--- src/rtl/regfile_pkg.sv ---
// regfile_pkg
//   Shared definitions for the register-file word-line logic.
//   rf_clr_state_t : clear-sequencer state (IDLE / CLEAR)
//   rf_depth()     : number of word-lines for a given address width
package regfile_pkg;

    typedef enum logic {
        IDLE  = 1'b0,
        CLEAR = 1'b1
    } rf_clr_state_t;

    function automatic int unsigned rf_depth(input int unsigned addr_w);
        return 32'd1 << addr_w;
    endfunction

endpackage

--- src/rtl/regfile_wordline_decoder_onehot.sv ---
// onehot_decoder
//   Purely combinational address-to-one-hot decoder.
//   in  [ADDR_W]        : address to decode
//   en                  : when 0 the output is all zeros
//   out [2**ADDR_W]     : one-hot word-line vector
module onehot_decoder
    import regfile_pkg::*;
#(
    parameter int unsigned ADDR_W = 5
) (
    input  logic [ADDR_W-1:0]           in,
    input  logic                        en,
    output logic [rf_depth(ADDR_W)-1:0] out
);

    always_comb begin
        out = '0;
        if (en) begin
            out[in] = 1'b1;
        end
    end

endmodule

--- src/rtl/regfile_wordline_decoder.sv ---
// regfile_wordline_decoder
//   Registered write word-line decoder with a built-in clear sweep that
//   walks every word-line once (after reset and/or on request).
//   clk       : clock, rising edge
//   reset_n   : asynchronous active-low reset
//   wr_addr   : write address
//   wr_en     : write request
//   clr_req   : clear-sweep request
//   out       : registered one-hot word-line vector (at most one bit set)
//   busy      : high while a sweep is in progress (decoded from state)
//   clr_done  : one-cycle pulse as a sweep finishes
//   wr_drop   : one-cycle pulse when a write request was ignored
module regfile_wordline_decoder
    import regfile_pkg::*;
#(
    parameter int unsigned ADDR_W       = 5,
    parameter bit          ZERO_REG     = 1'b1,
    parameter bit          CLR_ON_RESET = 1'b1
) (
    input  logic                        clk,
    input  logic                        reset_n,
    input  logic [ADDR_W-1:0]           wr_addr,
    input  logic                        wr_en,
    input  logic                        clr_req,
    output logic [rf_depth(ADDR_W)-1:0] out,
    output logic                        busy,
    output logic                        clr_done,
    output logic                        wr_drop
);

    localparam int unsigned DEPTH = rf_depth(ADDR_W);
    localparam int unsigned START = ZERO_REG ? 1 : 0;
    // One extra bit so the counter can reach DEPTH without wrapping.
    localparam int unsigned CW    = ADDR_W + 1;

    rf_clr_state_t     r_state;
    logic [CW-1:0]     r_cnt;
    logic [DEPTH-1:0]  r_out;
    logic              r_clr_done;
    logic              r_wr_drop;

    logic              w_in_clear;
    logic              w_start_clr;
    logic              w_sweep_end;
    logic              w_zero_hit;
    logic [ADDR_W-1:0] w_dec_addr;
    logic              w_dec_en;
    logic [DEPTH-1:0]  w_dec_out;

    assign w_in_clear  = (r_state == CLEAR);
    assign w_start_clr = !w_in_clear && clr_req;
    assign w_sweep_end = w_in_clear && (r_cnt == CW'(DEPTH));
    assign w_zero_hit  = ZERO_REG && (wr_addr == '0);

    // r_cnt is parked at START whenever the FSM is idle, so a sweep that
    // starts this cycle can decode straight from the counter.
    assign w_dec_addr = (w_in_clear || w_start_clr) ? r_cnt[ADDR_W-1:0] : wr_addr;
    assign w_dec_en   = w_in_clear ? !w_sweep_end
                                   : (w_start_clr || (wr_en && !w_zero_hit));

    onehot_decoder #(
        .ADDR_W (ADDR_W)
    ) u_dec (
        .in  (w_dec_addr),
        .en  (w_dec_en),
        .out (w_dec_out)
    );

    always_ff @(posedge clk or negedge reset_n) begin
        if (!reset_n) begin
            r_state    <= CLR_ON_RESET ? CLEAR : IDLE;
            r_cnt      <= CW'(START);
            r_out      <= '0;
            r_clr_done <= 1'b0;
            r_wr_drop  <= 1'b0;
        end else begin
            r_out      <= w_dec_out;
            r_clr_done <= w_sweep_end;
            // Writes lose to an in-progress or starting sweep.
            r_wr_drop  <= wr_en && (w_in_clear || clr_req);
            unique case (r_state)
                IDLE: begin
                    if (clr_req) begin
                        r_state <= CLEAR;
                        r_cnt   <= CW'(START + 1);
                    end
                end
                CLEAR: begin
                    if (w_sweep_end) begin
                        r_state <= IDLE;
                        r_cnt   <= CW'(START);
                    end else begin
                        r_cnt   <= r_cnt + CW'(1);
                    end
                end
                default: begin
                    r_state <= IDLE;
                    r_cnt   <= CW'(START);
                end
            endcase
        end
    end

    assign out      = r_out;
    assign busy     = w_in_clear;
    assign clr_done = r_clr_done;
    assign wr_drop  = r_wr_drop;

endmodule

--- config.mk ---
export PLATFORM = sky130hd
export DESIGN_NAME = regfile_wordline_decoder
export DESIGN_NICKNAME = d
export VERILOG_FILES = /design/src/rtl/regfile_pkg.sv /design/src/rtl/regfile_wordline_decoder_onehot.sv /design/src/rtl/regfile_wordline_decoder.sv
export SDC_FILE = /design/constraint.sdc
export NUM_CORES = 1
export LEC_CHECK = 0
export ABC_CLOCK_PERIOD_IN_PS = 1700
export BUFFER_PORTS_ARGS = -buffer_cell sky130_fd_sc_hd__buf_2
export CAP_MARGIN = 20
export CORE_MARGIN = 8
export CORE_UTILIZATION = 51
export CTS_CLUSTER_DIAMETER = 150
export DETAILED_ROUTE_END_ITERATION = 12
export PLACE_DENSITY_LB_ADDON = 0.12
export SLEW_MARGIN = 20
export SYNTH_ARGS = -nofsm -noshare
export SYNTH_HDL_FRONTEND = slang
export SYNTH_SLANG_ARGS = --single-unit
--- constraint.sdc ---
create_clock -name clk -period 1.7 [get_ports clk]
set_input_delay 0.17 -clock clk [delete_from_list [all_inputs] [get_ports clk]]
set_output_delay 0.17 -clock clk [all_outputs]
set_load 0.05 [all_outputs]
After elaboration in Yosys (flattened, before gate mapping)
Index checks and enable logic that the tools add are counted.
{"block": "totals", "rom_bits": 0, "reg_bits": 41, "wordCells": 34, "output_inout_bits": 35, "latchBits": 0, "ram_bits": 0, "mem_count": 0}
{"block": "op_classes", "shifts": 0, "div_mod_pow": 0, "n_reduce_logical": 12, "bitwise": 1, "eq_ne": 2, "mux": 11, "addsub": 1, "n_mul": 0, "magnitude_cmp": 2}
{"cell": "$mux 32", "n": 1}
{"cell": "$mux 6", "n": 2}
{"cell": "$pmux 6 s2", "n": 1}
{"cell": "$add 6x1->6 const B", "n": 1}
{"cell": "$eq 6x6->1 const B", "n": 1}
{"cell": "$lt 5x6->1 const B", "n": 1}
{"cell": "$demux 1 s5", "n": 1}
{"cell": "$ge 5x1->1 const B", "n": 1}
{"cell": "$logic_and 1x1->1", "n": 5}
{"cell": "$logic_not 5->1", "n": 1}
{"cell": "$mux 5", "n": 1}
{"cell": "$mux 1", "n": 4}
{"cell": "$logic_not 1->1", "n": 3}
{"cell": "$logic_or 1x1->1", "n": 3}
{"cell": "$ne 2x2->1 const B", "n": 1}
{"cell": "$pmux 1 s2", "n": 1}
{"cell": "$not 1->1", "n": 1}

Longest topological paths before layout
Gate-level depths: netlist of the first run.
{"block": "logic_depth", "word_depth": 9, "mapped_depth": 7, "ltp_nobuf": 5}

Cells and area by module
A second synthesis of the first run with hierarchy kept.
{"block": "unflattened", "cells_unflattened": 138, "hier_area_um2": 1590.3}
{"mod": "regfile_wordline_decoder", "cells_per_inst": 91, "seq_area_each_um2": 1028.5, "instances": 1, "area_each_um2": 1360.1}
{"mod": "onehot_decoder", "cells_per_inst": 47, "seq_area_each_um2": 0.0, "instances": 1, "area_each_um2": 230.2}

Worst setup path before layout of the first run
No wires, ideal clock.
{"block": "synth_path", "path_kind": "register -> register", "from": "register r_state, in the netlist busy", "to": "register r_out[12], in the netlist out[12]", "t_arrival_ps": 1488, "synth_period_minus_slack_ps": 1614, "setup_ps": 126, "stages_incl_launch_ff": 7, "path_buffers": 2, "path_slack_ps": 86, "required_time_ps": 1574, "path_cell_list": "dfstp_2 buf_6 nor2_2 buf_6 mux2_2 o21ai_1 nor2_1"}
{"block": "synth_via", "elab_chain_len": 9}
{"item": "from (decl)", "line": "regfile_wordline_decoder.sv:36", "text": "rf_clr_state_t r_state;"}
{"item": "from (signal assigned)", "line": "regfile_wordline_decoder.sv:71", "text": "r_state <= CLR_ON_RESET ? CLEAR : IDLE;"}
{"item": "$logic_not 1->1", "line": "regfile_wordline_decoder.sv:51", "text": "assign w_start_clr = !w_in_clear && clr_req;"}
{"item": "$logic_and 1x1->1", "line": "regfile_wordline_decoder.sv:51"}
{"item": "$logic_or 1x1->1", "line": "regfile_wordline_decoder.sv:57", "text": "assign w_dec_addr = (w_in_clear || w_start_clr) ? r_cnt[ADDR_W-1:0] : wr_addr;"}
{"item": "$mux 5", "line": "regfile_wordline_decoder.sv:57"}
{"item": "$lt 5x6->1 (not written as such) / $ge 5x1->1 (equally long branches)", "line": "regfile_wordline_decoder_onehot.sv:19", "text": "out[in] = 1'b1;"}
{"item": "$logic_and 1x1->1 (not written as such)", "line": "regfile_wordline_decoder_onehot.sv:19"}
{"item": "$mux 1 (not written as such)", "line": "regfile_wordline_decoder_onehot.sv:19"}
{"item": "$demux 1 s5"}
{"item": "$mux 32 *", "line": "regfile_wordline_decoder_onehot.sv:18", "text": "if (en) begin"}
{"item": "net u_dec.out[12]", "line": "regfile_wordline_decoder_onehot.sv:13", "text": "output logic [rf_depth(ADDR_W)-1:0] out"}
{"item": "to (signal assigned)", "line": "regfile_wordline_decoder.sv:77", "text": "r_out <= w_dec_out;"}
{"item": "to (decl)", "line": "regfile_wordline_decoder.sv:38", "text": "logic [DEPTH-1:0] r_out;"}
Mark *: on every way through the listed nets, which the timed path passes. The rest lies on a longest branch.
A chain may end at the register's enable or synchronous reset.

Worst setup path in the final report of the first run
{"block": "layout_path", "from": "register r_cnt[0]", "to": "register r_out[28], in the netlist out[28]"}
{"block": "layout_via", "elab_chain_len": 6}
{"item": "from (decl)", "line": "regfile_wordline_decoder.sv:37", "text": "logic [CW-1:0] r_cnt;"}
{"item": "from (signal assigned)", "line": "regfile_wordline_decoder.sv:72", "text": "r_cnt <= CW'(START);"}
{"item": "from (signal assigned)", "line": "regfile_wordline_decoder.sv:85", "text": "r_cnt <= CW'(START + 1);"}
{"item": "from (signal assigned)", "line": "regfile_wordline_decoder.sv:91", "text": "r_cnt <= CW'(START);"}
{"item": "$mux 5", "line": "regfile_wordline_decoder.sv:57"}
{"item": "$lt 5x6->1 (not written as such) / $ge 5x1->1 (equally long branches)", "line": "regfile_wordline_decoder_onehot.sv:19"}
{"item": "$logic_and 1x1->1 (not written as such)", "line": "regfile_wordline_decoder_onehot.sv:19"}
{"item": "$mux 1 (not written as such)", "line": "regfile_wordline_decoder_onehot.sv:19"}
{"item": "$demux 1 s5"}
{"item": "$mux 32 *", "line": "regfile_wordline_decoder_onehot.sv:18"}
{"item": "net u_dec.out[28]", "line": "regfile_wordline_decoder_onehot.sv:13"}
Marks and branches as above.

==> results of run 1 <==
path summary, 6_finish.rpt:
check,start,endpoint,slack (ns)
min,wr_en,wr_drop,0.06
min in group asynchronous,reset_n,out[9],0.39
max in group asynchronous,reset_n,r_cnt[0],0.95
max reg2reg,r_cnt[0],out[28],0.03
min reg2reg,r_cnt[1],r_cnt[1],0.57
max,r_cnt[0],out[28],0.03
worst max-delay path, cell delays in order, from the launching register on:
cell and delay (ns):
dfstp_2 0.60, inv_2 0.04, ha_2 0.17, nand4_1 0.25, buf_4 0.19, nand4_4 0.18
nor2_1 0.16
what timing repair did:
action                                  4_1_cts  5_1_grt
buffers inserted                              0        5
endpoints found under the hold margin        39        0
resized for setup                             0       15
endpoints found under the setup margin       14       32
pin swaps                                     0        5
hold buffers                                  1        0
area by class of cell:
type / instances / area (um^2) / area share [%]
clock buffer: 6 / 51.30 / 2.346
clock inverter: 2 / 37.54 / 1.716
inverter: 3 / 11.26 / 0.5149
multi-input combinational: 94 / 651.9 / 29.81
sequential: 41 / 1028 / 47.03
tap: 46 / 57.56 / 2.632
timing repair buffer: 60 / 349.1 / 15.96
logic make-up after synthesis:
group | Yosys count | synth area share, %
muxes | 9 | 6.250
adders and majority gates | 2 | 1.488
AOI/OAI and AO/OA | 17 | 6.547
and+or+nand+nor | 65 | 19.94
buffers and inverters | 10 | 4.092
xor gates and xnor gates | 1 | 0.5209
DFF | 41 | 61.16
synth_stat cells, drive strengths merged (2+ instances only):
master  count
a21oi       4
buf         4
clkbuf      3
dfrtp      39
dfstp       2
ha          2
inv         3
mux2        2
mux2i       7
nand2       5
nand3       4
nand4       7
nor2       35
nor2b       3
nor3        4
nor3b       3
nor4b       3
o21ai       8
o21bai      2
registers in the layout, indices dropped and copies added, names as in the netlist:
register,count
r_cnt,6
clr_done,1
busy,1
wr_drop,1
out,32
report_power, final:
group          internal [W]  total (W)  switching, W
sequential          0.00119    0.00129     0.0000975
combinational      0.000589    0.00186       0.00127
clock              0.000350   0.000648      0.000299
per-layer routing:
layer	global-route usage, %	up-vias	part of all wire [%]
met2	24.93	38	52
met3	4.502	2	7.7
met4	3.991	0	0.51
met5	0	-	0
met1	14.23	623	40
li1	-	614	-
per-stage QoR:
stage                     instance area (um^2)  worst slack [ns]
after floorplan                           1682           0.08553
final                                     2187           0.02730
after global placement                    1979           0.06859
after detailed placement                  1979          0.005371
after global routing                      2187          -0.05824
after CTS                                 2078          -0.06431
==> results by group, run 1 <==
GRT
  • Largest net degree at the start of global routing: 42
  • Overflow after GRT: 0
  • Initial antenna violation count: 0
  • First-pass GRT wire length: 5.609 mm
  • GRT Total Usage: 13.57%
  • Vias in the first global route: 1192

STA
  • Max Clk Rate: 597.8 MHz
  • Fin crit share: 98.39%
  • Max-slew headroom: 68.22%
  • Final Hold Viols: 0
  • Worst Skew: 0.01106 ns
  • Sum Neg Setup Slack: 0 ns
  • Count of final setup violators: 0
  • Minimum clock period: 1.673 ns
  • RSZ-0062 raised after global routing: yes
  • Actual slew at the worst max-slew pin: 0.4768 ns
  • Max Slew Vio Count: 0
  • Hold slack: 0.06257 ns

Worst setup path
  • CP Capture Type: register
  • CP max FO: 8
  • R2R depth: 6
  • Critical Path AT: 1.94 ns
  • Critical Path RT: 1.97 ns
  • Type of origin of the critical path: register
  • Critical path type: reg -> reg

Yosys
  • Mapped Nets: 156
  • Gate Count Post-Synth: 145
  • Top cells by area, synth: dfrtp_1 58%, nor2_1 7.6%, mux2i_1 3.6%
  • Most used flip-flop cell after synthesis: dfrtp_1
  • Post-synth ARST share: 100.0%
  • Syn avg cell area: 11.60 um^2
  • Synth Register Bits: 41
  • Yosys top cell by area: dfrtp_1
  • Post-synth EDFFs: 0
  • Synth unique cells: 30
  • Yosys top cell area share: 58.04%
  • Synth Cell Area: 1682 um^2
  • Synth warn: 0
  • Sequential area share after synthesis: 61.16%

Route
  • DR pass1 iterations: 4
  • Vias per cell: 5.067
  • Wirelength per Cell: 14.71 um
  • Vias: 1277
  • Remaining DRCs: 0
  • Initial DRC count: 69
  • Total Routed Length: 3.706 mm
  • ANT nets after route: 0

Place
  • Placed insts: 238
  • PortBufs: 43
  • Gp weighted congestion: 0.7727
  • Post-detail-place hpwl: 2.587 mm

CTS
  • Worst-path clk slew: 0.12 ns
  • H-tree depth: 2
  • Clk_lat worst skew: 0.34 ns
  • Root Buffer: clkbuf_4
  • Clk buf depth: 2
  • Clock Sinks: 41
  • TritonCTS Buffers: 5
  • CTS tree: built

Min path
  • Min-delay worst type: in -> reg
  • Worst Hold Depth: 2

Layout
  • Final #Nets: 216
  • Fillers: 264
  • Commonest non-fill, non-tap cell in the layout: buf_2
  • Fraction of layout cells with a size suffix above 1: 42.72%
  • Final Core Density: 67.13%
  • Post-Layout Cell Count: 252
  • Most frequent cells in the layout: 43 x buf_2, 39 x dfrtp_1, 31 x nor2_1
  • Ant. Diodes: 0
  • Synth-to-Final Area Change: 30.06%

Job
  • MaxCap Viol Count: 0

Power and ir drop
  • Power, Total: 0.003797 W
  • VDD IR max: 1002 uV
  • LEAKAGE: 1.108 nW
  • Pwr/cell area: 1736 nW/um^2

Floorplanning
  • Die extent in x: 73.42 um
  • IO Pins: 44
  • FP Rows: 21
  • Area of the core: 3258 um^2
  • Initial Utilization: 51.61%
  • DIE AREA: 5391 um^2
  • Die Ht: 73.42 um

Run status
  • Status: finished, final reports clean
No activity file was read; power rests on OpenSTA's default activity.
==> inputs of run 2 (changes only) <==
--- a/config.mk
+++ b/config.mk
@@ -9,11 +9,13 @@
 export BUFFER_PORTS_ARGS = -buffer_cell sky130_fd_sc_hd__buf_2
 export CAP_MARGIN = 20
 export CORE_MARGIN = 8
-export CORE_UTILIZATION = 51
+export CORE_UTILIZATION = 50
 export CTS_CLUSTER_DIAMETER = 150
 export DETAILED_ROUTE_END_ITERATION = 12
 export PLACE_DENSITY_LB_ADDON = 0.12
 export SLEW_MARGIN = 20
 export SYNTH_ARGS = -nofsm -noshare
 export SYNTH_HDL_FRONTEND = slang
+export SYNTH_HIERARCHICAL = 1
 export SYNTH_SLANG_ARGS = --single-unit
+export TNS_END_PERCENT = 5
==> run 2 against run 1 <==
Against the previous run: the flow now finishes with violations (setup timing); critical endpoint is now out[0]; design area is 4.7% lower; highest routed layer unchanged; non-clock buffer count is 3 lower; clock skew hardly changed; via count is 4.9% lower.
==> results by group, run 2 <==
STA
  • Minimum clock period: 1.704 ns (was 1.673 ns)
  • Worst Skew: 0.01103 ns (was 0.01106 ns)
  • Count of final setup violators: 2 (was 0)
  • Hold slack: 0.07440 ns (was 0.06257 ns)
  • Max Clk Rate: 586.8 MHz (was 597.8 MHz)
  • Actual slew at the worst max-slew pin: 0.4934 ns (was 0.4768 ns)
  • Final Hold Viols: 0 (unchanged)
  • Max Slew Vio Count: 0 (unchanged)
  • Sum Neg Setup Slack: -0.005157 ns (was 0 ns)
  • RSZ-0062 raised after global routing: yes (unchanged)
  • Max-slew headroom: 67.11% (was 68.22%)
  • Fin crit share: 100.2% (was 98.39%)
  • Fin worst setup slack: -0.004039 ns (was 0.02730 ns)

Worst setup path
  • Type of origin of the critical path: register (unchanged)
  • R2R depth: 4 (was 6)
  • Critical path type: reg -> reg (unchanged)
  • Critical Path AT: 1.97 ns (was 1.94 ns)
  • Crit path cell chain: nor2_4, mux2_2, or4b_4, nor2_2 (was inv_2, ha_2, nand4_1, buf_4, nand4_4, nor2_1)
  • Critical path's slowest cell: or4b_4 (was dfstp_2)
  • Worst stage delay on the critical path: 0.56 ns (was 0.60 ns)
  • CP max FO: 7 (was 8)
  • CP Capture Type: register (unchanged)
  • Critical Path RT: 1.97 ns (about the same)

Yosys
  • Synth Register Bits: 41 (unchanged)
  • Most frequent cells after synthesis: 39 x dfrtp_1, 33 x nor2_1, 11 x nand2_1 (was 39 x dfrtp_1, 34 x nor2_1, 6 x mux2i_1)
  • Yosys top cell by area: dfrtp_1 (unchanged)
  • Syn avg cell area: 11.52 um^2 (was 11.60 um^2)
  • Synth unique cells: 31 (was 30)
  • Synth Cell Area: 1590 um^2 (was 1682 um^2)
  • Top cells by area, synth: dfrtp_1 61%, nor2_1 7.8%, dfstp_2 3.3% (was dfrtp_1 58%, nor2_1 7.6%, mux2i_1 3.6%)
  • Gate Count Post-Synth: 138 (was 145)
  • Yosys top cell area share: 61.37% (was 58.04%)
  • Count leader, synth: dfrtp_1 (unchanged)
  • Synth warn: 6 (was 0)
  • Sequential area share after synthesis: 64.67% (was 61.16%)
  • Post-synth EDFFs: 0 (unchanged)
  • Post-synth ARST share: 100.0% (unchanged)
  • Most used flip-flop cell after synthesis: dfrtp_1 (unchanged)
  • Mapped Nets: 149 (was 156)

Layout
  • Final #Nets: 207 (was 216)
  • Commonest non-fill, non-tap cell in the layout: buf_2 (unchanged)
  • Most frequent cells in the layout: 43 x buf_2, 39 x dfrtp_1, 30 x nor2_1 (was 43 x buf_2, 39 x dfrtp_1, 31 x nor2_1)
  • Max FFs per register: 32 (unchanged)
  • Ant. Diodes: 0 (unchanged)
  • Finished Cell Area: 2085 um^2 (was 2187 um^2)
  • Fillers: 234 (was 264)
  • Multi-input logic area: 578.1 um^2 (was 651.9 um^2)
  • Synth-to-Final Area Change: 31.08% (was 30.06%)
  • Fraction of layout cells with a size suffix above 1: 42.64% (was 42.72%)
  • Reg area: 1028 um^2 (unchanged)

Power and ir drop
  • LEAKAGE: 1.076 nW (was 1.108 nW)
  • VDD IR max: 1054 uV (was 1002 uV)
  • Cell-internal power: 0.002124 W (was 0.002128 W)
  • Clock power share: 17.2% (was 17.1%)
  • Flop pwr share: 35.2% (was 33.9%)
  • Switching Fraction: 43.61% (was 43.97%)
  • Logic pwr share: 47.6% (was 49.0%)
  • Switch Pwr: 0.001642 W (was 0.001670 W)
  • Pwr/cell area: 1807 nW/um^2 (was 1736 nW/um^2)
  • Power, Total: 0.003766 W (was 0.003797 W)

Route
  • Vias: 1215 (was 1277)
  • ANT nets after route: 0 (unchanged)
  • DR pass1 iterations: 4 (unchanged)
  • Total Routed Length: 3.489 mm (was 3.706 mm)
  • Remaining DRCs: 0 (unchanged)
  • Wirelength per Cell: 14.48 um (was 14.71 um)
  • Vias per cell: 5.041 (was 5.067)
  • Initial DRC count: 84 (was 69)

Place
  • PortBufs: 43 (unchanged)
  • Post-detail-place hpwl: 2.486 mm (was 2.587 mm)
  • Placement-stage cell area: 1936 um^2 (was 1979 um^2)
  • Gp weighted congestion: 0.8357 (was 0.7727)

Floorplanning
  • Initial Utilization: 52.52% (was 51.61%)
  • Die extent in x: 72.40 um (was 73.42 um)
  • Die Ht: 72.40 um (was 73.42 um)
  • Area of the core: 3028 um^2 (was 3258 um^2)
  • IO Pins: 44 (unchanged)
  • FP Rows: 20 (was 21)
  • DIE AREA: 5241 um^2 (was 5391 um^2)

GRT
  • Initial antenna violation count: 0 (unchanged)
  • GRT Total Usage: 14.21% (was 13.57%)
  • Overflow after GRT: 0 (unchanged)
  • First-pass GRT wire length: 5.844 mm (was 5.609 mm)
  • Vias in the first global route: 1296 (was 1192)
  • Largest net degree at the start of global routing: 42 (unchanged)

CTS
  • Worst-path clk slew: 0.11 ns (was 0.12 ns)
  • H-tree depth: 2 (unchanged)
  • Clk_lat worst skew: 0.34 ns (about the same)
  • Clk buf depth: 2 (unchanged)
  • TritonCTS Buffers: 5 (unchanged)
  • Root Buffer: clkbuf_4 (unchanged)
  • CTS tree: built (unchanged)
  • Clock Sinks: 41 (unchanged)

Job
  • MaxCap Viol Count: 0 (unchanged)

Min path
  • Min-delay worst type: in -> reg (unchanged)
  • Worst Hold Depth: 2 (unchanged)

Run status
  • Failing checks: setup timing
  • Status: finished, violations left (was finished, final reports clean)
-- run 2: layout make-up --
type                       instances  share of cell area [%]
tap                               44                   2.641
sequential                        41                   49.34
clock inverter                     2                   1.801
clock buffer                       6                   2.461
inverter                           3                  0.5402
timing repair buffer              57                   15.49
multi-input combinational         88                   27.73
-- run 2: what timing repair did --
action	4_1_cts	5_1_grt
setup endpoints to repair	4	34
endpoints found under the hold margin	39	0
gates resized for setup	5	8
setup buffers	1	1
pin swaps	4	5
hold buffers	1	0
-- run 2: power by group through the flow --
stage / Combinational [W] / Clock, W / Sequential (W)
after floorplan: 0.000723 / 0 / 0.00182
after global placement: 0.00163 / 0 / 0.00133
after detailed placement: 0.00166 / 0 / 0.00134
after CTS: 0.00171 / 0.000674 / 0.00132
after global routing: 0.00194 / 0.000708 / 0.00135
final: 0.00179 / 0.000650 / 0.00132
-- run 2: cell families after synthesis --
family | share of synthesized area, %
DFF | 64.67
and+or+nand+nor | 24.31
xor gates and xnor gates | 0.5508
AOI/OAI and AO/OA | 5.114
adders and majority gates | 1.573
buffers and inverters | 2.360
muxes | 1.416
-- run 2: path summary, 6_finish.rpt --
kind                       startpoint       end  slack [ns]
min in group asynchronous     reset_n   out[24]        0.41
setup / recovery                 busy    out[0]      -0.004
hold / removal                  wr_en   wr_drop        0.07
setup reg to reg                 busy    out[0]      -0.004
hold reg to reg              r_cnt[1]  r_cnt[1]        0.64
max in group asynchronous     reset_n  r_cnt[0]        0.93
-- run 2: metal layers --
metal  up-vias  track usage (%)  share of wire (%)
li1        577                -                  -
met1       582            14.43                 38
met2        49            25.68                 54
met3         7            5.234                6.8
met4         0            5.556                1.1
met5         -                0                  0
-- run 2: critical path: cells and delay by family, from the launching register on --
family,cells,cell delay (ns)
DFF,1,0.40
and+or+nand+nor,3,0.86
muxes,1,0.39
-- run 2: stage by stage --
stage               util (%)  worst slack [ns]  cells
finish                 68.84         -0.004039    241
detailed placement     63.93          -0.04750    230
floorplan                  -           -0.2143    138
global route           68.84          -0.04626    241
CTS                    68.02          -0.02131    240
global placement       63.93           0.01327    230
==> inputs of run 3 (changes only) <==
--- a/config.mk
+++ b/config.mk
@@ -8,8 +8,10 @@
 export ABC_CLOCK_PERIOD_IN_PS = 1700
 export BUFFER_PORTS_ARGS = -buffer_cell sky130_fd_sc_hd__buf_2
 export CAP_MARGIN = 20
+export CELL_PAD_IN_SITES_DETAIL_PLACEMENT = 0
+export CELL_PAD_IN_SITES_GLOBAL_PLACEMENT = 2
 export CORE_MARGIN = 8
-export CORE_UTILIZATION = 50
+export CORE_UTILIZATION = 32
 export CTS_CLUSTER_DIAMETER = 150
 export DETAILED_ROUTE_END_ITERATION = 12
 export PLACE_DENSITY_LB_ADDON = 0.12
==> run 3 against run 2 <==
Against the previous run: the run now ends clean; sequential share of layout area shrank 1.7 points; clock skew shrank 0.0091 ns; global-route usage shrank 3.6 points; fmax grew 1.2%; first-iteration DRC count shrank 62%; via count shrank 2.3%.
==> results by group, run 3 (same netlist as run 2, synthesis figures left out) <==
Run status
  • Status: finished, final reports clean (was finished, violations left)

Worst setup path
  • Crit path depth: 7 (was 4)
  • Critical path type: reg -> reg (unchanged)
  • Critical Path AT: 1.90 ns (was 1.97 ns)
  • Critical Path RT: 1.92 ns (was 1.97 ns)
  • Critical path's slowest cell: dfstp_2 (was or4b_4)
  • CP Capture Type: register (unchanged)
  • Type of origin of the critical path: register (unchanged)
  • Worst path buffer plus inverter count: 1 (was 0)
  • CP max FO: 4 (was 7)
  • R2R depth: 7 (was 4)
  • Crit path cell chain: inv_2, ha_4, nand4bb_4, nor3b_4, a21oi_4, or4b_4, nor2_1 (was nor2_4, mux2_2, or4b_4, nor2_2)
  • Worst stage delay on the critical path: 0.54 ns (was 0.56 ns)
  • Kind of cell adding the most delay to the critical path: simple AND/OR/NAND/NOR gates (unchanged)

Power and ir drop
  • Clock power share: 15.7% (was 17.2%)
  • Pwr/cell area: 1753 nW/um^2 (was 1807 nW/um^2)
  • Switching Fraction: 43.27% (was 43.61%)
  • Logic pwr share: 49.1% (was 47.6%)
  • Flop pwr share: 35.2% (about the same)
  • VDD IR max: 582.8 uV (was 1054 uV)
  • LEAKAGE: 1.106 nW (was 1.076 nW)
  • Switch Pwr: 0.001637 W (was 0.001642 W)
  • Cell-internal power: 0.002146 W (was 0.002124 W)
  • Power, Total: 0.003783 W (was 0.003766 W)

Layout
  • Synth-to-Final Area Change: 35.72% (was 31.08%)
  • Fraction of layout cells with a size suffix above 1: 42.16% (was 42.64%)
  • Commonest non-fill, non-tap cell in the layout: buf_2 (unchanged)
  • Max FFs per register: 32 (unchanged)
  • Ant. Diodes: 0 (unchanged)
  • Most frequent cells in the layout: 43 x buf_2, 39 x dfrtp_1, 31 x nor2_1 (was 43 x buf_2, 39 x dfrtp_1, 30 x nor2_1)
  • Final #Nets: 214 (was 207)

Min path
  • Worst Hold Depth: 2 (unchanged)
  • Min-delay worst type: in -> reg (unchanged)

STA
  • Actual slew at the worst max-slew pin: 0.4830 ns (was 0.4934 ns)
  • Final Hold Viols: 0 (unchanged)
  • RSZ-0062 raised after global routing: yes (unchanged)
  • Max Clk Rate: 593.9 MHz (was 586.8 MHz)
  • Max Slew Vio Count: 0 (unchanged)
  • Sum Neg Setup Slack: 0 ns (was -0.005157 ns)
  • Fin worst setup slack: 0.01629 ns (was -0.004039 ns)
  • Fin crit share: 99.04% (was 100.2%)
  • Count of final setup violators: 0 (was 2)
  • Minimum clock period: 1.684 ns (was 1.704 ns)
  • Max-slew headroom: 67.80% (was 67.11%)
  • Worst Skew: 0.001900 ns (was 0.01103 ns)

Route
  • Wirelength per Cell: 13.25 um (was 14.48 um)
  • Vias per cell: 4.380 (was 5.041)
  • Total Routed Length: 3.590 mm (was 3.489 mm)
  • Remaining DRCs: 0 (unchanged)
  • DR pass1 iterations: 4 (unchanged)
  • Initial DRC count: 32 (was 84)
  • Vias: 1187 (was 1215)
  • ANT nets after route: 0 (unchanged)

Place
  • Post-Place Worst Slack: -0.06521 ns (was -0.04750 ns)
  • PortBufs: 43 (unchanged)
  • Post-detail-place hpwl: 2.763 mm (was 2.486 mm)
  • Gp weighted congestion: 0.7705 (was 0.8357)

Floorplanning
  • FP Rows: 25 (was 20)
  • Initial Utilization: 33.45% (was 52.52%)
  • Die extent in x: 86.50 um (was 72.40 um)
  • IO Pins: 44 (unchanged)
  • Die Ht: 86.50 um (was 72.40 um)
  • DIE AREA: 7481 um^2 (was 5241 um^2)
  • Area of the core: 4755 um^2 (was 3028 um^2)

CTS
  • Clock Sinks: 41 (unchanged)
  • Worst-path clk slew: 0.07 ns (was 0.11 ns)
  • Clk_lat worst skew: 0.28 ns (was 0.34 ns)
  • TritonCTS Buffers: 5 (unchanged)
  • CTS tree: built (unchanged)
  • H-tree depth: 2 (unchanged)
  • Root Buffer: clkbuf_8 (was clkbuf_4)
  • Clk buf depth: 2 (unchanged)

GRT
  • GRT Total Usage: 10.58% (was 14.21%)
  • Largest net degree at the start of global routing: 42 (unchanged)
  • Overflow after GRT: 0 (unchanged)
  • Initial antenna violation count: 0 (unchanged)
  • First-pass GRT wire length: 6.127 mm (was 5.844 mm)
  • Vias in the first global route: 1262 (was 1296)

Job
  • MaxCap Viol Count: 0 (unchanged)
run 3: changes by cell type in the layout (fill, tap and decap cells not counted), sizes merged:
cell	delta
clkinv	+2
clkbuf	-1
buf	+7
bufinv	-1
run 3: timing repair:
item                                    4_1_cts  5_1_grt
endpoints found under the setup margin        5       17
hold buffers                                  1        0
resized for setup                             4        2
buffers inserted                              1        0
pin swaps                                     3        2
endpoints found under the hold margin        39        0
run 3: final cells by class:
type                       instances  area (um^2)
fill                             468         2596
tap                               67        83.83
inverter                           3        11.26
multi-input combinational         88        560.5
timing repair buffer              64        387.9
sequential                        41         1028
clock inverter                     3        17.52
clock buffer                       5        68.82
run 3: worst paths after layout:
check                          from        to  slack (ns)
setup / recovery           r_cnt[0]    out[1]        0.02
hold / removal                wr_en   wr_drop        0.16
setup reg to reg           r_cnt[0]    out[1]        0.02
hold reg to reg            r_cnt[4]  r_cnt[4]        0.60
max in group asynchronous   reset_n  r_cnt[0]        0.89
min in group asynchronous   reset_n   out[29]        0.46
run 3: stage by stage:
stage               cells  utilization (%)  cell area [um^2]  hold WS [ns]
floorplan             138                -              1622       -0.1256
global placement      261            42.84              2037        0.2494
detailed placement    261            42.84              2037        0.2547
CTS                   271            45.34              2156        0.1554
global route          271            45.39              2158        0.1480
finish                271            45.39              2158        0.1624
run 3: power groups by stage:
stage | clock network [W] | logic (W) | registers, W
2_1_floorplan | 0 | 0.000723 | 0.00182
3_3_place_gp | 0 | 0.00182 | 0.00135
3_5_place_dp | 0 | 0.00184 | 0.00135
4_1_cts | 0.000625 | 0.00189 | 0.00133
5_1_grt | 0.000666 | 0.00204 | 0.00136
6_report | 0.000595 | 0.00186 | 0.00133
run 3: routing by layer:
| layer | vias up | track usage [%] | part of all wire, % |
|---|---|---|---|
| met5 | - | 0 | 0 |
| met2 | 29 | 19.03 | 52 |
| met4 | 0 | 3.756 | 1.4 |
| met1 | 564 | 10.75 | 38 |
| li1 | 588 | - | - |
| met3 | 6 | 4.253 | 7.9 |
